[config.mk]
export PLATFORM = sky130hd
export DESIGN_NAME = rx_word_align_ctrl
export DESIGN_NICKNAME = d
export VERILOG_FILES = /design/src/rtl/rx_word_align_ctrl.sv
export SDC_FILE = /design/constraint.sdc
export NUM_CORES = 1
export LEC_CHECK = 0
export BUFFER_PORTS_ARGS = -buffer_cell sky130_fd_sc_hd__buf_2
export CAP_MARGIN = 10
export CELL_PAD_IN_SITES_DETAIL_PLACEMENT = 0
export CELL_PAD_IN_SITES_GLOBAL_PLACEMENT = 1
export CORE_ASPECT_RATIO = 0.75
export CORE_MARGIN = 2
export CORE_UTILIZATION = 44
export CTS_BUF_LIST = sky130_fd_sc_hd__clkbuf_2 sky130_fd_sc_hd__clkbuf_4 sky130_fd_sc_hd__clkbuf_8
export DETAILED_ROUTE_END_ITERATION = 8
export PLACE_DENSITY = 0.84
export SLEW_MARGIN = 5
export SYNTH_ARGS = -nofsm -noshare
export SYNTH_HDL_FRONTEND = slang
export SYNTH_SLANG_ARGS = --single-unit
[constraint.sdc]
create_clock -name rx_clkdiv6 -period 3.39 [get_ports rx_clkdiv6]
set_clock_uncertainty 0.2 [all_clocks]
set_input_delay 0.339 -clock rx_clkdiv6 [delete_from_list [all_inputs] [get_ports rx_clkdiv6]]
set_output_delay 0.339 -clock rx_clkdiv6 [all_outputs]
set_load 0.05 [all_outputs]
[src/rtl/rx_word_align_ctrl.sv]
// Word-alignment trainer for an ISERDES/IDELAY lane. It steps bitslips within each delay tap and steps taps, until it sees the training word.
// Optional link monitor in DONE: define RX_ALIGN_MONITOR_EN to add train_active/lost_lock.
module rx_word_align_ctrl #(
   parameter int                    DATA_WIDTH    = 12,
   parameter logic [DATA_WIDTH-1:0] TRAIN_PATTERN = 12'hF00,
   parameter int                    SETTLE_CYC    = 16,
   parameter int                    MATCH_CNT     = 64,
   parameter int                    MAX_TAP       = 31
) (
   input  logic                  rx_clkdiv6,
   input  logic                  rx_reset,
   input  logic                  start,
   input  logic [DATA_WIDTH-1:0] rx_data,
`ifdef RX_ALIGN_MONITOR_EN
   input  logic                  train_active,
   output logic                  lost_lock,
`endif
   output logic                  bitslip,
   output logic                  dly_ld,
   output logic                  dly_ce,
   output logic                  dly_inc,
   output logic [4:0]            dly_tap,
   output logic [3:0]            slip_cnt,
   output logic                  busy,
   output logic                  aligned,
   output logic                  align_fail
);

   localparam int SW = $clog2(SETTLE_CYC + 1);
   localparam int MW = $clog2(MATCH_CNT + 1);

   typedef enum logic [2:0] {IDLE, LOAD, SETTLE, CHECK, SLIP, INC_TAP, DONE, FAIL} state_t;

   state_t          state, next;
   logic [SW-1:0]   settle_cnt;
   logic [MW-1:0]   match_cnt;
   logic [4:0]      tap_q;
   logic [3:0]      slip_q;
   logic            match;
   logic            lost_c;

   assign match = (rx_data == TRAIN_PATTERN);

`ifdef RX_ALIGN_MONITOR_EN
   logic [1:0] mon_cnt;
   logic       lost_q;

   assign lost_c = (state == DONE) && train_active && !match && (mon_cnt == 2'd3);

   always_ff @(posedge rx_clkdiv6) begin
      if (rx_reset) begin
         mon_cnt <= '0;
         lost_q  <= 1'b0;
      end else begin
         lost_q <= lost_c;
         if (state != DONE || lost_c)
            mon_cnt <= '0;
         else if (train_active)
            mon_cnt <= match ? 2'd0 : mon_cnt + 2'd1;
      end
   end

   assign lost_lock = lost_q & ~rx_reset;
`else
   assign lost_c = 1'b0;
`endif

   always_comb begin
      next = state;
      case (state)
         IDLE:    next = IDLE;
         LOAD:    next = SETTLE;
         SETTLE:  if (settle_cnt == SW'(SETTLE_CYC - 1)) next = CHECK;
         CHECK: begin
            if (match) begin
               if (match_cnt == MW'(MATCH_CNT - 1)) next = DONE;
            end else if (slip_q < 4'(DATA_WIDTH - 1)) begin
               next = SLIP;
            end else if (tap_q == 5'(MAX_TAP)) begin
               next = FAIL;
            end else begin
               next = INC_TAP;
            end
         end
         SLIP:    next = SETTLE;
         INC_TAP: next = SETTLE;
         DONE:    if (lost_c) next = LOAD;
         FAIL:    next = FAIL;
         default: next = IDLE;
      endcase
      // start restarts training from any state, including a search in progress
      if (start) next = LOAD;
   end

   always_ff @(posedge rx_clkdiv6) begin
      if (rx_reset) begin
         state      <= IDLE;
         settle_cnt <= '0;
         match_cnt  <= '0;
         tap_q      <= '0;
         slip_q     <= '0;
      end else begin
         state      <= next;
         settle_cnt <= (state == SETTLE && next == SETTLE) ? settle_cnt + 1'b1 : '0;
         match_cnt  <= (state == CHECK && next == CHECK && match) ? match_cnt + 1'b1 : '0;
         if (next == LOAD) begin
            tap_q  <= '0;
            slip_q <= '0;
         end else if (state == SLIP) begin
            slip_q <= slip_q + 4'd1;
         end else if (state == INC_TAP) begin
            tap_q  <= tap_q + 5'd1;
            slip_q <= '0;
         end
      end
   end

   // Gating with rx_reset kills a pulse in the very cycle reset is raised.
   assign bitslip    = (state == SLIP)    & ~rx_reset;
   assign dly_ld     = (state == LOAD)    & ~rx_reset;
   assign dly_ce     = (state == INC_TAP) & ~rx_reset;
   assign dly_inc    = (state == INC_TAP) & ~rx_reset;
   assign dly_tap    = rx_reset ? 5'd0 : tap_q;
   assign slip_cnt   = rx_reset ? 4'd0 : slip_q;
   assign busy       = (state != IDLE) && (state != DONE) && (state != FAIL) && !rx_reset;
   assign aligned    = (state == DONE) & ~rx_reset;
   assign align_fail = (state == FAIL) & ~rx_reset;

endmodule
### After elaboration in Yosys (flattened, before gate mapping)

Cells that the tools add are included.

* reduce and logical (&&, ||, !) cells: 15
* add/sub/neg operators: 4
* magnitude comparators: 1
* equal/unequal tests: 16
* mux-type cells: 11
* bitwise operators: 9

Operator list (count)
* $pmux 3 s6: 1
* $eq 12x12->1 const B: 1
* $eq 3x2->1 const B: 4
* $eq 3x3->1 const B: 4
* $mux 3: 4
* $mux 4: 3
* $add 5x1->5 const B: 2
* $add 7x1->7 const B: 1
* $eq 7x6->1 const B: 1
* $eq 3x1->1 const B: 2
* $logic_and 1x1->1: 6
* $ne 3x3->1 const B: 2
* $reduce_or 2->1: 3
* $and 1x1->1: 5
* $eq 5x4->1 const B: 1
* $eq 5x5->1 const B: 1
* $mux 5: 1
* $add 4x1->4 const B: 1
* $lt 4x4->1 const B: 1
* $mux 2: 2
* $not 1->1: 4
* $logic_not 3->1: 1
* $reduce_bool 3->1: 1
* $reduce_or 3->1: 1
* 3 further kinds: 3

* output and inout port bits: 16
* input bits: 15
* register bits after elaboration: 24

### Depth between registers and ports, before layout

Gate-level depths: netlist (run 1).

* depth after elaboration: 11
* gate-level depth with buffers: 7

### Worst setup path before layout (run 1)

No wires, ideal clock.

* kind: reg-to-output
* from: register state[0]
* to: output port aligned
* arrival time: 2.133 ns
* path slack: 0.718 ns
* buffers on the path: 2
* cell stages (with the launch flop): 4
* path through: dfxtp_1 > buf_2 > buf_1 > nor4_1

* cells in the longest elaborated chain, start to end: 2

RTL lines
* start, declared: RTL line 34 `state_t state, next;`
* start signal, assigned: RTL line 103 `state <= next;`
* $eq 3x3->1: RTL line 126 `assign aligned = (state == DONE) & ~rx_reset;`
* $and 1x1->1: RTL line 126
* end, declared: RTL line 25 `output logic aligned,`

Every way passes these cells.

### Worst setup path in the final report (run 1)

* from: register state[2]
* to: output port aligned

Same word-level chain as after synthesis.

==> impl_results.html, run 1 <==
<table>
<tr><th>Metric</th><th>Value</th></tr>
<tr><th colspan="2">Logic synthesis</th></tr>
<tr><td>Most frequently used flop master after synthesis</td><td>sky130_fd_sc_hd__dfxtp_1</td></tr>
<tr><td>Number of warnings issued by yosys</td><td>0</td></tr>
<tr><td>Number of flip-flops and latches in the synthesized netlist</td><td>24</td></tr>
<tr><td>Number of nets in the synthesized netlist</td><td>between 150 and 200</td></tr>
<tr><td>Area of the mapped netlist</td><td>between 0.001 and 0.0015 mm2</td></tr>
<tr><td>Gate count after technology mapping</td><td>146</td></tr>
<tr><td>Avg Cell Area, Syn</td><td>~8.8 um2</td></tr>
<tr><td>Proportion of synthesized chip area in sequential cells</td><td>37.4%</td></tr>
<tr><td>Post-synth EDFFs</td><td>0</td></tr>
<tr><td>Fraction of registers with async set or reset after synthesis</td><td>0%</td></tr>
<tr><td>Library cells used by synthesis</td><td>42</td></tr>
<tr><th colspan="2">Worst hold path</th></tr>
<tr><td>Hold/Removal Path Class</td><td>flop to flop</td></tr>
<tr><td>Number of stages on the worst hold path</td><td>1</td></tr>
<tr><td>Hold path startpoint</td><td>match_cnt[0]$_SDFF_PP0_</td></tr>
<tr><td>Worst hold path endpoint</td><td>match_cnt[0]$_SDFF_PP0_</td></tr>
<tr><th colspan="2">Clock tree</th></tr>
<tr><td>Number of buffers added for setup after CTS</td><td>0</td></tr>
<tr><td>Clock latency at the later pin of the worst-skew pair</td><td>0.27 ns</td></tr>
<tr><td>Total number of H-tree levels</td><td>1</td></tr>
<tr><td>Sink count of the clock tree</td><td>24</td></tr>
<tr><td>CTS clock-pin slew for the worst setup and hold paths</td><td>about 0.08 ns</td></tr>
<tr><td>TritonCTS clock tree</td><td>done</td></tr>
<tr><td>Post_cts resized</td><td>0</td></tr>
<tr><td>Max Root-Sink Buffers</td><td>2</td></tr>
<tr><td>Root buffer cell</td><td>sky130_fd_sc_hd__clkbuf_8</td></tr>
<tr><td>CTS buffer count</td><td>3</td></tr>
<tr><td># hold bufs at CTS</td><td>0</td></tr>
<tr><th colspan="2">Setup path</th></tr>
<tr><td>Crit. End Element</td><td>output port</td></tr>
<tr><td>Critical Path, Cell by Cell</td><td>inv_1 &gt; nor4_1 &gt; buf_2</td></tr>
<tr><td>Top Family by Delay on Critical Path</td><td>flip-flops</td></tr>
<tr><td>Category of the critical setup timing path</td><td>flop to output port</td></tr>
<tr><td>Critical register-to-register path endpoint</td><td>settle_cnt[4]$_SDFF_PP0_</td></tr>
<tr><td>Type of origin of the critical path</td><td>flop</td></tr>
<tr><td>Register-to-register setup slack</td><td>between 1 and 1.5 ns</td></tr>
<tr><td>WP data required</td><td>2.85 ns</td></tr>
<tr><td>Startpoint of the most critical setup path</td><td>state[2]$_SDFF_PP0_</td></tr>
<tr><td>Max incr delay on CP</td><td>about 0.57 ns</td></tr>
<tr><td>Crit path max fanout</td><td>9</td></tr>
<tr><td>R2r worst-path depth</td><td>7</td></tr>
<tr><td>Critical-path cell with the highest stage delay</td><td>sky130_fd_sc_hd__dfxtp_1</td></tr>
<tr><td>Launch point of the worst reg-to-reg path</td><td>settle_cnt[0]$_SDFF_PP0_</td></tr>
<tr><td>Critical path buffer and inverter count</td><td>2</td></tr>
<tr><td>CP arrival</td><td>1.60 ns</td></tr>
<tr><th colspan="2">Die</th></tr>
<tr><td>Top Ports</td><td>31</td></tr>
<tr><td>Count of standard-cell rows</td><td>16</td></tr>
<tr><td>Die ar.</td><td>around 0.0034 mm2</td></tr>
<tr><td>Die span in y</td><td>just over 50 um</td></tr>
<tr><td>Floorplan die width</td><td>66.4 um</td></tr>
<tr><td>Core footprint</td><td>0.00270 mm2</td></tr>
<tr><td>Starting density of the core</td><td>47.5%</td></tr>
<tr><th colspan="2">STA</th></tr>
<tr><td>Fin crit share</td><td>63.0%</td></tr>
<tr><td>Number of failing setup endpoints in the final timing report</td><td>0</td></tr>
<tr><td>Fin worst setup slack</td><td>1.25 ns</td></tr>
<tr><td>Highest clock rate</td><td>468 MHz</td></tr>
<tr><td>Relative max-transition margin</td><td>around 60%</td></tr>
<tr><td>Count of final max-slew check failures</td><td>0</td></tr>
<tr><td>Transition time at the pin with the least slew margin</td><td>0.623 ns</td></tr>
<tr><td>RSZ-0062 raised after global routing</td><td>no</td></tr>
<tr><td>Number of hold violations in the final report</td><td>0</td></tr>
<tr><td>Post-route setup TNS</td><td>0 ns</td></tr>
<tr><td>Fin crit period</td><td>about 2.1 ns</td></tr>
<tr><th colspan="2">Pwr</th></tr>
<tr><td>Leak pwr</td><td>0.000615 uW</td></tr>
<tr><td>Worst-case vdd ir drop</td><td>0.279 mV</td></tr>
<tr><td>Power density over the cells</td><td>341 mW/mm2</td></tr>
<tr><th colspan="2">Routing</th></tr>
<tr><td>Wirelength per Cell</td><td>12.4 um</td></tr>
<tr><td>Post-DRT Antenna Nets</td><td>0</td></tr>
<tr><td>Vias</td><td>1,111</td></tr>
<tr><td>Number of vias per cell</td><td>5.34</td></tr>
<tr><td>Residual DRC</td><td>0</td></tr>
<tr><td>Total detailed-routing wirelength</td><td>2580 um</td></tr>
<tr><td>Total iterations of the first detailed-routing run</td><td>4</td></tr>
<tr><td>Initial drt markers</td><td>101</td></tr>
<tr><th colspan="2">Global route</th></tr>
<tr><td>Total congestion overflow after global routing</td><td>0</td></tr>
<tr><td>Number of global-route vias before repair</td><td>between 900 and 1,000</td></tr>
<tr><td>Maximum number of pins on one net before global-route repair</td><td>19</td></tr>
<tr><td>Antenna violations before repair</td><td>0</td></tr>
<tr><td>Global-route wire length before repair</td><td>4440 um</td></tr>
<tr><td>Global-route usage over all layers</td><td>17.0%</td></tr>
<tr><th colspan="2">Placed design</th></tr>
<tr><td>Post-Place Setup Slack</td><td>1.33 ns</td></tr>
<tr><td>Final weighted congestion in routability-driven placement</td><td>0.796</td></tr>
<tr><td>IO Port Bufs</td><td>30</td></tr>
<tr><td>Post-DP HPWL</td><td>1980 um</td></tr>
<tr><th colspan="2">Finish</th></tr>
<tr><td>Share of final-layout standard cells stronger than drive strength 1</td><td>23.8%</td></tr>
<tr><td>Final antenna diode count</td><td>0</td></tr>
<tr><td>Net count of the finished layout</td><td>194</td></tr>
<tr><td>Area added between synthesis and finish</td><td>15.5%</td></tr>
<tr><td>Filler Cells Inserted</td><td>250</td></tr>
<tr><th colspan="2">Outcome</th></tr>
<tr><td>Status</td><td>finished, final reports clean</td></tr>
<tr><th colspan="2">Run</th></tr>
<tr><td>Number of violations of the max-capacitance limit</td><td>0</td></tr>
</table>
-- routing by layer --
metal	vias up	track usage, %	part of all wire, %
li1	572	-	-
met1	519	23.3	48
met2	16	26.8	47
met3	4	4.71	3.8
met4	0	3.06	0.70
met5	-	0	0
-- worst max path at each step --
stage	cells past startpoint	slack (ns)	endpoint
6_report	3	1.25	aligned
5_1_grt	7	1.10	settle_cnt[4]$_SDFF_PP0_
4_1_cts	3	1.24	aligned
3_5_place_dp	7	1.33	settle_cnt[4]$_SDFF_PP0_
3_3_place_gp	7	1.42	settle_cnt[0]$_SDFF_PP0_
2_1_floorplan	3	0.72	aligned
-- final cells by class --
cell class                 count  area, um2  area share, %
tap                           36       45.0           3.04
inverter                       6       22.5           1.52
multi-input combinational    108        731           49.2
sequential                    24        480           32.4
clock buffer                   4       55.1           3.71
timing repair buffer          30        150           10.1
-- through the flow --
step / power (uW) / std cells / hold WS, ns / utilization [%] / cell area [um2]
after floorplan: 309 / 146 / 0.223 / - / 1280
after detailed placement: 321 / 204 / 0.247 / 52.9 / 1430
after global routing: 530 / 208 / 0.305 / 54.9 / 1480
after CTS: 511 / 208 / 0.259 / 54.9 / 1480
after global placement: 321 / 204 / 0.237 / 52.9 / 1430
final: 506 / 208 / 0.257 / 54.9 / 1480
-- cells in the mapped netlist, types with 3 or more instances --
cell	number	area [um2]
sky130_fd_sc_hd__a211oi_1	6	45.0
sky130_fd_sc_hd__a21oi_1	7	35.0
sky130_fd_sc_hd__and3_1	4	25.0
sky130_fd_sc_hd__dfxtp_1	24	480
sky130_fd_sc_hd__ha_1	6	75.1
sky130_fd_sc_hd__inv_1	6	22.5
sky130_fd_sc_hd__nand2_1	3	11.3
sky130_fd_sc_hd__nand3_1	8	40.0
sky130_fd_sc_hd__nor2_1	13	48.8
sky130_fd_sc_hd__nor2b_1	11	68.8
sky130_fd_sc_hd__nor3_1	8	40.0
sky130_fd_sc_hd__nor4_1	4	25.0
sky130_fd_sc_hd__o21ai_0	6	30.0
sky130_fd_sc_hd__xnor2_1	4	35.0
sky130_fd_sc_hd__xor2_1	4	35.0
-- power by group --
group          total, uW  internal (uW)  switching, uW  leakage (uW)
clock                191            104           87.2     0.0000288
sequential           286            282           3.50      0.000193
combinational       29.0           11.9           17.1      0.000393
total                506            398            108      0.000615
-- cell families after synthesis --
family | after synthesis | synth area share [%]
and+or+nand+nor | 66 | 30.5
AOI/OAI and AO/OA | 26 | 13.5
DFF | 24 | 37.4
buffers and inverters | 14 | 5.74
xor gates and xnor gates | 8 | 5.45
adders and majority gates | 6 | 5.84
muxes | 2 | 1.56
-- registers in the layout (all words and copies together), names as in the netlist --
register	flops
match_cnt	7
settle_cnt	5
tap_q	5
slip_q	4
state	3
-- cell usage in the layout, fill, tap and decap left out, types with 2 or more instances in the layout --
cell and count:
sky130_fd_sc_hd__nand2_1 3, sky130_fd_sc_hd__nor3b_1 2, sky130_fd_sc_hd__a211oi_1 6, sky130_fd_sc_hd__nor2b_1 11, sky130_fd_sc_hd__xor2_1 4, sky130_fd_sc_hd__a21oi_1 7, sky130_fd_sc_hd__clkbuf_8 4, sky130_fd_sc_hd__nor2_1 13
sky130_fd_sc_hd__nor3_1 8, sky130_fd_sc_hd__o21ai_0 6, sky130_fd_sc_hd__and3_1 4, sky130_fd_sc_hd__nor4_1 4, sky130_fd_sc_hd__dfxtp_1 24, sky130_fd_sc_hd__xnor2_1 4, sky130_fd_sc_hd__ha_1 6, sky130_fd_sc_hd__nand3_1 8
sky130_fd_sc_hd__mux2i_1 2, sky130_fd_sc_hd__buf_2 30, sky130_fd_sc_hd__inv_1 6
Note: power is estimated with default switching activity, not from simulation.
==> inputs of run 2 (changes only) <==
- ABC_AREA: unset -> 1
- CORE_UTILIZATION: 44 -> 39
- PLACE_DENSITY: 0.84 -> 0.77
- clock period: 3.39 -> 1.97 ns (I/O delays scaled with it)
==> run 2 against run 1 <==
Cell area grew 12%. Global-route usage shrank 2.3 points. Die area grew 19%. Non-clock buffer count grew 2. Sequential share of layout area shrank 3.1 points. Flip-flop and latch count is the same. Largest cell class unchanged. Highest routed layer unchanged.
==> impl_results.html, run 2 <==
<table>
<tr><th>Metric</th><th>Value</th></tr>
<tr><th colspan="2">Logic synthesis</th></tr>
<tr><td>Most frequently used flop master after synthesis</td><td>sky130_fd_sc_hd__dfxtp_1 (unchanged)</td></tr>
<tr><td>Fraction of registers with async set or reset after synthesis</td><td>0% (unchanged)</td></tr>
<tr><td>Number of nets in the synthesized netlist</td><td>207 (was 167)</td></tr>
<tr><td>Number of flip-flops and latches in the synthesized netlist</td><td>24 (unchanged)</td></tr>
<tr><td>Avg Cell Area, Syn</td><td>7.38 um2 (was 8.80 um2)</td></tr>
<tr><td>Cell types occupying the most area after synthesis</td><td>sky130_fd_sc_hd__dfxtp_1 35%, sky130_fd_sc_hd__nor2_1 11%, sky130_fd_sc_hd__nand2_1 7.9% (was sky130_fd_sc_hd__dfxtp_1 37%, sky130_fd_sc_hd__ha_1 5.8%, sky130_fd_sc_hd__nor2b_1 5.4%)</td></tr>
<tr><td>Post-synthesis mux area share</td><td>0% (was 1.56%)</td></tr>
<tr><td>Synth Area in XOR/XNOR</td><td>5.10% (was 5.45%)</td></tr>
<tr><td>Post-synth EDFFs</td><td>0 (unchanged)</td></tr>
<tr><td>Combinational family with the most area after synthesis</td><td>simple AND/OR/NAND/NOR gates (unchanged)</td></tr>
<tr><td>Proportion of synthesized chip area in sequential cells</td><td>35.0% (was 37.4%)</td></tr>
<tr><td>Synthesized-area fraction occupied by and/or/nand/nor cells</td><td>40.9% (was 30.5%)</td></tr>
<tr><td>Library cell with the largest summed area after synthesis</td><td>sky130_fd_sc_hd__dfxtp_1 (unchanged)</td></tr>
<tr><td>Compound-Gate Fraction of Synth Area</td><td>4.56% (was 13.5%)</td></tr>
<tr><td>Post-synthesis adder-cell area fraction</td><td>5.47% (was 5.84%)</td></tr>
<tr><td>Most common cell in the netlist</td><td>sky130_fd_sc_hd__nor2_1 (was sky130_fd_sc_hd__dfxtp_1)</td></tr>
<tr><td>Gate count after technology mapping</td><td>186 (was 146)</td></tr>
<tr><td>Area of the mapped netlist</td><td>0.00137 mm2 (was 0.00128 mm2)</td></tr>
<tr><td>Library cells used by synthesis</td><td>29 (was 42)</td></tr>
<tr><td>Top post-synthesis cells by count</td><td>40 x sky130_fd_sc_hd__nor2_1, 29 x sky130_fd_sc_hd__nand2_1, 24 x sky130_fd_sc_hd__dfxtp_1 (was 24 x sky130_fd_sc_hd__dfxtp_1, 13 x sky130_fd_sc_hd__nor2_1, 11 x sky130_fd_sc_hd__nor2b_1)</td></tr>
<tr><td>Portion of synthesized cell area occupied by the leading cell type</td><td>35.0% (was 37.4%)</td></tr>
<tr><td>Number of warnings issued by yosys</td><td>0 (unchanged)</td></tr>
<tr><th colspan="2">Placed design</th></tr>
<tr><td>Final weighted congestion in routability-driven placement</td><td>0.878 (was 0.796)</td></tr>
<tr><td>Post-Place Setup Slack</td><td>0.0429 ns (was 1.33 ns)</td></tr>
<tr><td>Post-DP HPWL</td><td>2170 um (was 1980 um)</td></tr>
<tr><td>IO Port Bufs</td><td>30 (unchanged)</td></tr>
<tr><td>Cells after DPL</td><td>254 (was 204)</td></tr>
<tr><th colspan="2">Die</th></tr>
<tr><td>Count of standard-cell rows</td><td>18 (was 16)</td></tr>
<tr><td>Die span in y</td><td>55.4 um (was 50.8 um)</td></tr>
<tr><td>Floorplan die width</td><td>72.5 um (was 66.4 um)</td></tr>
<tr><td>Die ar.</td><td>0.00401 mm2 (was 0.00337 mm2)</td></tr>
<tr><td>Core footprint</td><td>0.00333 mm2 (was 0.00270 mm2)</td></tr>
<tr><td>Top Ports</td><td>31 (unchanged)</td></tr>
<tr><td>Starting density of the core</td><td>41.2% (was 47.5%)</td></tr>
<tr><th colspan="2">Clock tree</th></tr>
<tr><td>TritonCTS clock tree</td><td>done (unchanged)</td></tr>
<tr><td>Max Root-Sink Buffers</td><td>2 (unchanged)</td></tr>
<tr><td>Sink count of the clock tree</td><td>24 (unchanged)</td></tr>
<tr><td>Clock latency at the later pin of the worst-skew pair</td><td>0.27 ns (about the same)</td></tr>
<tr><td>CTS buffer count</td><td>3 (unchanged)</td></tr>
<tr><td>Total number of H-tree levels</td><td>1 (unchanged)</td></tr>
<tr><td>Root buffer cell</td><td>sky130_fd_sc_hd__clkbuf_8 (unchanged)</td></tr>
<tr><td>CTS clock-pin slew for the worst setup and hold paths</td><td>0.08 ns (about the same)</td></tr>
<tr><th colspan="2">Finish</th></tr>
<tr><td>Number of flip-flops in the largest register</td><td>7 (unchanged)</td></tr>
<tr><td>Register name with the most flops</td><td>match_cnt (unchanged)</td></tr>
<tr><td>Final antenna diode count</td><td>0 (unchanged)</td></tr>
<tr><td>Net count of the finished layout</td><td>241 (was 194)</td></tr>
<tr><td>Most common library cell in the layout ignoring fill and taps</td><td>sky130_fd_sc_hd__nor2_1 (was sky130_fd_sc_hd__buf_2)</td></tr>
<tr><td>Non-Filler Instances</td><td>258 (was 208)</td></tr>
<tr><td>Leading cell types in the layout, fill and taps excluded</td><td>39 x sky130_fd_sc_hd__nor2_1, 29 x sky130_fd_sc_hd__nand2_1, 28 x sky130_fd_sc_hd__buf_2 (was 30 x sky130_fd_sc_hd__buf_2, 24 x sky130_fd_sc_hd__dfxtp_1, 13 x sky130_fd_sc_hd__nor2_1)</td></tr>
<tr><td>Area added between synthesis and finish</td><td>20.6% (was 15.5%)</td></tr>
<tr><td>Share of final-layout standard cells stronger than drive strength 1</td><td>31.7% (was 23.8%)</td></tr>
<tr><td>Final Core Density</td><td>49.7% (was 54.9%)</td></tr>
<tr><td>Largest registers in the final layout</td><td>match_cnt: 7 flops, settle_cnt: 5 flops, tap_q: 5 flops (unchanged)</td></tr>
<tr><th colspan="2">Setup path</th></tr>
<tr><td>Register-to-register setup slack</td><td>0.11 ns (was 1.31 ns)</td></tr>
<tr><td>CP arrival</td><td>1.82 ns (was 1.60 ns)</td></tr>
<tr><td>Launch point of the worst reg-to-reg path</td><td>settle_cnt[0]$_SDFF_PP0_ (unchanged)</td></tr>
<tr><td>R2r worst-path depth</td><td>9 (was 7)</td></tr>
<tr><td>Crit path max fanout</td><td>7 (was 9)</td></tr>
<tr><td>Critical-path cell with the highest stage delay</td><td>sky130_fd_sc_hd__dfxtp_2 (was sky130_fd_sc_hd__dfxtp_1)</td></tr>
<tr><td>Dominant cell type by count on the critical path</td><td>sky130_fd_sc_hd__nand2_1</td></tr>
<tr><td>WP data required</td><td>1.93 ns (was 2.85 ns)</td></tr>
<tr><td>Critical register-to-register path endpoint</td><td>match_cnt[5]$_SDFF_PP0_ (was settle_cnt[4]$_SDFF_PP0_)</td></tr>
<tr><td>Max incr delay on CP</td><td>0.33 ns (was 0.57 ns)</td></tr>
<tr><td>Crit. End Element</td><td>flop (was output port)</td></tr>
<tr><td>Category of the critical setup timing path</td><td>flop to flop (was flop to output port)</td></tr>
<tr><td>Critical Path, Cell by Cell</td><td>ha_1 &gt; and3_1 &gt; ha_1 &gt; a21oi_1 &gt; nand2_1 &gt; nand2_1 &gt; nand2_1 &gt; nand2_4 &gt; nor3_2 (was inv_1 &gt; nor4_1 &gt; buf_2)</td></tr>
<tr><td>Type of origin of the critical path</td><td>flop (unchanged)</td></tr>
<tr><th colspan="2">Global route</th></tr>
<tr><td>Antenna violations before repair</td><td>0 (unchanged)</td></tr>
<tr><td>Total congestion overflow after global routing</td><td>0 (unchanged)</td></tr>
<tr><td>Number of global-route vias before repair</td><td>1,048 (was 994)</td></tr>
<tr><td>Global-route usage over all layers</td><td>14.7% (was 17.0%)</td></tr>
<tr><td>Global-route wire length before repair</td><td>4650 um (was 4440 um)</td></tr>
<tr><td>Maximum number of pins on one net before global-route repair</td><td>17 (was 19)</td></tr>
<tr><th colspan="2">STA</th></tr>
<tr><td>Number of failing setup endpoints in the final timing report</td><td>0 (unchanged)</td></tr>
<tr><td>Count of final max-slew check failures</td><td>0 (unchanged)</td></tr>
<tr><td>Transition time at the pin with the least slew margin</td><td>0.349 ns (was 0.623 ns)</td></tr>
<tr><td>Fin crit share</td><td>94.3%</td></tr>
<tr><td>Number of hold violations in the final report</td><td>0 (unchanged)</td></tr>
<tr><td>Fin crit period</td><td>1.86 ns</td></tr>
<tr><td>Highest clock rate</td><td>538 MHz</td></tr>
<tr><td>Relative max-transition margin</td><td>76.7% (was 58.4%)</td></tr>
<tr><td>RSZ-0062 raised after global routing</td><td>no (unchanged)</td></tr>
<tr><td>Fin worst setup slack</td><td>0.112 ns (was 1.25 ns)</td></tr>
<tr><th colspan="2">Pwr</th></tr>
<tr><td>Final Total Pwr</td><td>848 uW (was 506 uW)</td></tr>
<tr><td>Portion of total power attributed to the clock network</td><td>34.5% (was 37.7%)</td></tr>
<tr><td>Leak pwr</td><td>0.000707 uW (was 0.000615 uW)</td></tr>
<tr><td>Int Power</td><td>644 uW (was 398 uW)</td></tr>
<tr><td>Power density over the cells</td><td>512 mW/mm2 (was 341 mW/mm2)</td></tr>
<tr><td>Sequential share of power</td><td>57.9% (was 56.5%)</td></tr>
<tr><td>Part of the power in combinational logic</td><td>7.6% (was 5.7%)</td></tr>
<tr><td>Sw power</td><td>203 uW (was 108 uW)</td></tr>
<tr><td>Switching part of the total</td><td>24.0% (was 21.3%)</td></tr>
<tr><td>Worst-case vdd ir drop</td><td>0.237 mV (was 0.279 mV)</td></tr>
<tr><th colspan="2">Outcome</th></tr>
<tr><td>Status</td><td>finished, final reports clean (unchanged)</td></tr>
<tr><th colspan="2">Routing</th></tr>
<tr><td>Number of vias per cell</td><td>4.68 (was 5.34)</td></tr>
<tr><td>Residual DRC</td><td>0 (unchanged)</td></tr>
<tr><td>Initial drt markers</td><td>38 (was 101)</td></tr>
<tr><td>Wirelength per Cell</td><td>10.7 um (was 12.4 um)</td></tr>
<tr><td>Total iterations of the first detailed-routing run</td><td>4 (unchanged)</td></tr>
<tr><td>Total detailed-routing wirelength</td><td>2760 um (was 2580 um)</td></tr>
<tr><td>Post-DRT Antenna Nets</td><td>0 (unchanged)</td></tr>
<tr><td>Vias</td><td>1,207 (was 1,111)</td></tr>
<tr><th colspan="2">Worst hold path</th></tr>
<tr><td>Hold/Removal Path Class</td><td>input pin to flop (was flop to flop)</td></tr>
<tr><td>Worst hold path endpoint</td><td>state[1]$_SDFF_PP0_ (was match_cnt[0]$_SDFF_PP0_)</td></tr>
<tr><td>Hold path startpoint</td><td>start (was match_cnt[0]$_SDFF_PP0_)</td></tr>
<tr><td>Number of stages on the worst hold path</td><td>4 (was 1)</td></tr>
<tr><th colspan="2">Run</th></tr>
<tr><td>Number of violations of the max-capacitance limit</td><td>0 (unchanged)</td></tr>
</table>
## run 2: cell type report
class / instances / area [um2]
fillers: 340 / 1680
multi-input cells: 131 / 801
flip-flops and latches: 24 / 485
repair buffers: 32 / 170
inverters: 28 / 108
well taps: 40 / 50.0
clock buffers: 3 / 41.3
## run 2: metrics by stage
stage,setup TNS [ns],area (um2),hold slack (ns)
after floorplan,-0.00408,1380,0.192
after global placement,0,1570,0.231
after detailed placement,0,1570,0.242
after CTS,0,1620,0.0203
after global routing,0,1660,0.0354
final,0,1660,0.0342
## run 2: cell families (layout without fill, tap and decap cells)
group / Yosys count / count (layout)
AND/OR/NAND/NOR: 106 / 106
AO/OA/AOI/OAI: 11 / 11
flip-flops: 24 / 24
adder cells (fa/ha/maj): 6 / 6
XOR/XNOR: 8 / 8
buffers and inverters: 31 / 63
## run 2: power by group through the flow
stage          Sequential, uW  Clock (uW)  Combinational, uW
6_report                  491         293               64.4
3_5_place_dp              502           0               63.3
4_1_cts                   491         304               63.3
2_1_floorplan             501           0               41.8
5_1_grt                   492         330               70.8
3_3_place_gp              502           0               62.7
## run 2: worst max-delay path by stage
| stage | start | to | slack (ns) | depth (start not counted) |
|---|---|---|---|---|
| detailed placement | tap_q[1]$_SDFFE_PP0P_ | match_cnt[5]$_SDFF_PP0_ | 0.04 | 10 |
| CTS | tap_q[1]$_SDFFE_PP0P_ | match_cnt[5]$_SDFF_PP0_ | 0.02 | 10 |
| global route | settle_cnt[0]$_SDFF_PP0_ | match_cnt[5]$_SDFF_PP0_ | 0.01 | 9 |
| floorplan | state[2]$_SDFF_PP0_ | aligned | -0.004 | 2 |
| finish | settle_cnt[0]$_SDFF_PP0_ | match_cnt[5]$_SDFF_PP0_ | 0.11 | 9 |
| global placement | match_cnt[0]$_SDFF_PP0_ | match_cnt[1]$_SDFF_PP0_ | 0.12 | 12 |
## run 2: metal layers
layer | vias up | routed length, um | global-route usage (%)
met2 | 31 | 1180 | 21.8
li1 | 653 | - | -
met5 | - | 0 | 0
met3 | 4 | 120 | 3.47
met4 | 0 | 36 | 5.56
met1 | 519 | 1420 | 20.5
## run 2: critical path, delay by kind of cell, from the launching register on
kind                     cells  cell delay (ns)
AO/OA/AOI/OAI                1             0.14
adder cells (fa/ha/maj)      2             0.41
flip-flops                   1             0.33
AND/OR/NAND/NOR              6             0.66
## run 2: repair_timing
item,in CTS,in global routing
setup endpoints to repair,0,14
gates resized for setup,0,11
buffers inserted,0,1
hold buffers,0,0
==> inputs of run 3 (changes only) <==
- ABC_AREA: 1 -> unset
- BUFFER_PORTS_ARGS: -buffer_cell sky130_fd_sc_hd__buf_2 -> unset
- CORE_UTILIZATION: 39 -> 48
- DONT_BUFFER_PORTS: unset -> 1
- PLACE_DENSITY: 0.77 -> 0.78
==> run 3 against run 2 <==
Via count fell by 7.0%. Final cell count down 22%. Power down 4.6%. Global-route usage up 4.1 points.
==> impl_results.html, run 3 (synthesis results as in run 1) <==
<table>
<tr><th>Metric</th><th>Value</th></tr>
<tr><th colspan="2">Outcome</th></tr>
<tr><td>Status</td><td>finished, final reports clean (unchanged)</td></tr>
<tr><th colspan="2">Setup path</th></tr>
<tr><td>Type of origin of the critical path</td><td>flop (unchanged)</td></tr>
<tr><td>Critical-path cell with the highest stage delay</td><td>sky130_fd_sc_hd__dfxtp_2 (unchanged)</td></tr>
<tr><td>WP data required</td><td>2.01 ns (was 1.93 ns)</td></tr>
<tr><td>Critical path buffer and inverter count</td><td>0 (unchanged)</td></tr>
<tr><td>Startpoint of the most critical setup path</td><td>settle_cnt[1]$_SDFF_PP0_ (was settle_cnt[0]$_SDFF_PP0_)</td></tr>
<tr><td>Launch point of the worst reg-to-reg path</td><td>settle_cnt[1]$_SDFF_PP0_ (was settle_cnt[0]$_SDFF_PP0_)</td></tr>
<tr><td>Category of the critical setup timing path</td><td>flop to flop (unchanged)</td></tr>
<tr><td>Max incr delay on CP</td><td>0.37 ns (was 0.33 ns)</td></tr>
<tr><td>CP arrival</td><td>1.98 ns (was 1.82 ns)</td></tr>
<tr><td>Critical register-to-register path endpoint</td><td>state[0]$_SDFF_PP0_ (was match_cnt[5]$_SDFF_PP0_)</td></tr>
<tr><td>Top Family by Delay on Critical Path</td><td>compound AO/OA/AOI/OAI gates (was simple AND/OR/NAND/NOR gates)</td></tr>
<tr><td>R2r worst-path depth</td><td>6 (was 9)</td></tr>
<tr><td>Critical Path, Cell by Cell</td><td>ha_4 &gt; and3_4 &gt; ha_4 &gt; a211oi_4 &gt; a32oi_4 &gt; and3b_1 (was ha_1 &gt; and3_1 &gt; ha_1 &gt; a21oi_1 &gt; nand2_1 &gt; nand2_1 &gt; nand2_1 &gt; nand2_4 &gt; nor3_2)</td></tr>
<tr><td>Register-to-register setup slack</td><td>0.02 ns (was 0.11 ns)</td></tr>
<tr><td>Dominant cell type by count on the critical path</td><td>sky130_fd_sc_hd__ha_4 (was sky130_fd_sc_hd__nand2_1)</td></tr>
<tr><td>Crit path max fanout</td><td>6 (was 7)</td></tr>
<tr><td>Crit. End Element</td><td>flop (unchanged)</td></tr>
<tr><th colspan="2">Die</th></tr>
<tr><td>Top Ports</td><td>31 (unchanged)</td></tr>
<tr><td>Count of standard-cell rows</td><td>16 (was 18)</td></tr>
<tr><td>Starting density of the core</td><td>49.8% (was 41.2%)</td></tr>
<tr><td>Die ar.</td><td>0.00311 mm2 (was 0.00401 mm2)</td></tr>
<tr><td>Core footprint</td><td>0.00258 mm2 (was 0.00333 mm2)</td></tr>
<tr><td>Floorplan die width</td><td>63.7 um (was 72.5 um)</td></tr>
<tr><td>Die span in y</td><td>48.8 um (was 55.4 um)</td></tr>
<tr><th colspan="2">Routing</th></tr>
<tr><td>Total detailed-routing wirelength</td><td>2830 um (was 2760 um)</td></tr>
<tr><td>Wirelength per Cell</td><td>14.1 um (was 10.7 um)</td></tr>
<tr><td>Vias</td><td>1,122 (was 1,207)</td></tr>
<tr><td>Residual DRC</td><td>0 (unchanged)</td></tr>
<tr><td>Number of vias per cell</td><td>5.58 (was 4.68)</td></tr>
<tr><td>Total iterations of the first detailed-routing run</td><td>4 (unchanged)</td></tr>
<tr><td>Initial drt markers</td><td>65 (was 38)</td></tr>
<tr><td>Post-DRT Antenna Nets</td><td>0 (unchanged)</td></tr>
<tr><th colspan="2">Worst hold path</th></tr>
<tr><td>Hold/Removal Path Class</td><td>input pin to flop (unchanged)</td></tr>
<tr><td>Worst hold path endpoint</td><td>settle_cnt[1]$_SDFF_PP0_ (was state[1]$_SDFF_PP0_)</td></tr>
<tr><td>Number of stages on the worst hold path</td><td>4 (unchanged)</td></tr>
<tr><td>Hold path startpoint</td><td>rx_data[4] (was start)</td></tr>
<tr><th colspan="2">Global route</th></tr>
<tr><td>Number of global-route vias before repair</td><td>1,047 (was 1,048)</td></tr>
<tr><td>Global-route usage over all layers</td><td>18.7% (was 14.7%)</td></tr>
<tr><td>Maximum number of pins on one net before global-route repair</td><td>16 (was 17)</td></tr>
<tr><td>Antenna violations before repair</td><td>0 (unchanged)</td></tr>
<tr><td>Total congestion overflow after global routing</td><td>0 (unchanged)</td></tr>
<tr><td>Global-route wire length before repair</td><td>4640 um (was 4650 um)</td></tr>
<tr><th colspan="2">STA</th></tr>
<tr><td>Count of final max-slew check failures</td><td>0 (unchanged)</td></tr>
<tr><td>Number of hold violations in the final report</td><td>0 (unchanged)</td></tr>
<tr><td>RSZ-0062 raised after global routing</td><td>yes (was no)</td></tr>
<tr><td>Fin crit period</td><td>1.95 ns (was 1.86 ns)</td></tr>
<tr><td>Hold_ws</td><td>0.174 ns (was 0.0342 ns)</td></tr>
<tr><td>Number of failing setup endpoints in the final timing report</td><td>0 (unchanged)</td></tr>
<tr><td>Highest clock rate</td><td>514 MHz (was 538 MHz)</td></tr>
<tr><td>Fin worst setup slack</td><td>0.0244 ns (was 0.112 ns)</td></tr>
<tr><td>Relative max-transition margin</td><td>59.8% (was 76.7%)</td></tr>
<tr><td>Fin crit share</td><td>98.8% (was 94.3%)</td></tr>
<tr><td>Transition time at the pin with the least slew margin</td><td>0.597 ns (was 0.349 ns)</td></tr>
<tr><th colspan="2">Finish</th></tr>
<tr><td>Largest registers in the final layout</td><td>match_cnt: 7 flops, settle_cnt: 5 flops, tap_q: 5 flops (unchanged)</td></tr>
<tr><td>Area of all placed cells without fillers</td><td>0.00164 mm2 (was 0.00166 mm2)</td></tr>
<tr><td>Net count of the finished layout</td><td>187 (was 241)</td></tr>
<tr><td>Register name with the most flops</td><td>match_cnt (unchanged)</td></tr>
<tr><td>Leading cell types in the layout, fill and taps excluded</td><td>21 x sky130_fd_sc_hd__dfxtp_1, 20 x sky130_fd_sc_hd__buf_4, 12 x sky130_fd_sc_hd__nor2_1 (was 39 x sky130_fd_sc_hd__nor2_1, 29 x sky130_fd_sc_hd__nand2_1, 28 x sky130_fd_sc_hd__buf_2)</td></tr>
<tr><td>Area added between synthesis and finish</td><td>27.4% (was 20.6%)</td></tr>
<tr><td>Non-Filler Instances</td><td>201 (was 258)</td></tr>
<tr><td>Final antenna diode count</td><td>0 (unchanged)</td></tr>
<tr><td>Final Core Density</td><td>63.4% (was 49.7%)</td></tr>
<tr><td>Share of final-layout standard cells stronger than drive strength 1</td><td>31.5% (was 31.7%)</td></tr>
<tr><td>Most common library cell in the layout ignoring fill and taps</td><td>sky130_fd_sc_hd__dfxtp_1 (was sky130_fd_sc_hd__nor2_1)</td></tr>
<tr><td>Number of flip-flops in the largest register</td><td>7 (unchanged)</td></tr>
<tr><th colspan="2">Placed design</th></tr>
<tr><td>Post-Place Setup Slack</td><td>-0.0886 ns (was 0.0429 ns)</td></tr>
<tr><td>IO Port Bufs</td><td>0 (was 30)</td></tr>
<tr><td>Post-DP HPWL</td><td>2030 um (was 2170 um)</td></tr>
<tr><td>Final weighted congestion in routability-driven placement</td><td>0.779 (was 0.878)</td></tr>
<tr><td>Post-DP Area</td><td>0.00148 mm2 (was 0.00157 mm2)</td></tr>
<tr><td>Cells after DPL</td><td>194 (was 254)</td></tr>
<tr><th colspan="2">Clock tree</th></tr>
<tr><td>Sink count of the clock tree</td><td>24 (unchanged)</td></tr>
<tr><td>CTS buffer count</td><td>3 (unchanged)</td></tr>
<tr><td>Total number of H-tree levels</td><td>1 (unchanged)</td></tr>
<tr><td>CTS clock-pin slew for the worst setup and hold paths</td><td>0.14 ns (was 0.08 ns)</td></tr>
<tr><td>TritonCTS clock tree</td><td>done (unchanged)</td></tr>
<tr><td>Max Root-Sink Buffers</td><td>2 (unchanged)</td></tr>
<tr><td>Clock latency at the later pin of the worst-skew pair</td><td>0.32 ns (was 0.27 ns)</td></tr>
<tr><td>Root buffer cell</td><td>sky130_fd_sc_hd__clkbuf_4 (was sky130_fd_sc_hd__clkbuf_8)</td></tr>
<tr><th colspan="2">Pwr</th></tr>
<tr><td>Leak pwr</td><td>0.000601 uW (was 0.000707 uW)</td></tr>
<tr><td>Power density over the cells</td><td>494 mW/mm2 (was 512 mW/mm2)</td></tr>
<tr><td>Worst-case vdd ir drop</td><td>0.410 mV (was 0.237 mV)</td></tr>
<tr><th colspan="2">Run</th></tr>
<tr><td>Number of violations of the max-capacitance limit</td><td>0 (unchanged)</td></tr>
</table>
run 3: changes by cell type in the layout (fill, tap and decap cells not counted), sizes merged, moves of 3 or more:
| cell | previous run | this run |
|---|---|---|
| buf | 30 | 21 |
| inv | 28 | 6 |
| and3 | 1 | 5 |
| nand2 | 32 | 3 |
| nor2 | 47 | 13 |
| o21ai | 3 | 6 |
| nor2b | 0 | 11 |
| a211oi | 3 | 7 |
run 3: timing repair:
| action | 4_1_cts | 5_1_grt |
|---|---|---|
| gates cloned | 0 | 0 |
| hold buffers | 2 | 0 |
| setup buffers | 0 | 1 |
| setup endpoints to repair | 6 | 12 |
| pin swaps | 1 | 6 |
| hold endpoints to repair | 8 | 0 |
| resized for setup | 6 | 15 |
run 3: worst min-delay path, cell delays in order:
cell                      delay (ns)
sky130_fd_sc_hd__nor4_1         0.03
sky130_fd_sc_hd__nand3_1        0.16
sky130_fd_sc_hd__nand3_4        0.14
sky130_fd_sc_hd__a21oi_1        0.14
run 3: final cells by class:
type | instances | area (um2)
inverter | 6 | 22.5
fill | 216 | 946
clock buffer | 4 | 36.3
tap | 36 | 45.0
timing repair buffer | 23 | 190
sequential | 24 | 487
multi-input combinational | 108 | 856
run 3: through the flow:
stage	setup TNS, ns	power, uW
finish	0	809
global route	-0.257	845
CTS	-0.0485	810
detailed placement	-0.327	542
global placement	0	541
floorplan	-0.0159	535
run 3: per-layer routing:
layer	global-route usage [%]	routed length, um
met5	0	0
met4	2.17	7
met3	5.08	136
met2	30.0	1330
met1	26.2	1360
run 3: power breakdown:
group	switching (uW)	total [uW]	internal, uW
Combinational	33.6	55.7	22.1
Sequential	1.21	487	486
Clock	153	266	113
Total	188	809	621
run 3: how the worst max path moves through the flow:
stage | to | slack [ns] | cells past startpoint
floorplan | aligned | -0.02 | 3
global placement | settle_cnt[0]$_SDFF_PP0_ | 0.05 | 7
detailed placement | settle_cnt[0]$_SDFF_PP0_ | -0.09 | 7
CTS | settle_cnt[0]$_SDFF_PP0_ | -0.03 | 6
global route | settle_cnt[2]$_SDFF_PP0_ | -0.07 | 6
finish | state[0]$_SDFF_PP0_ | 0.02 | 6
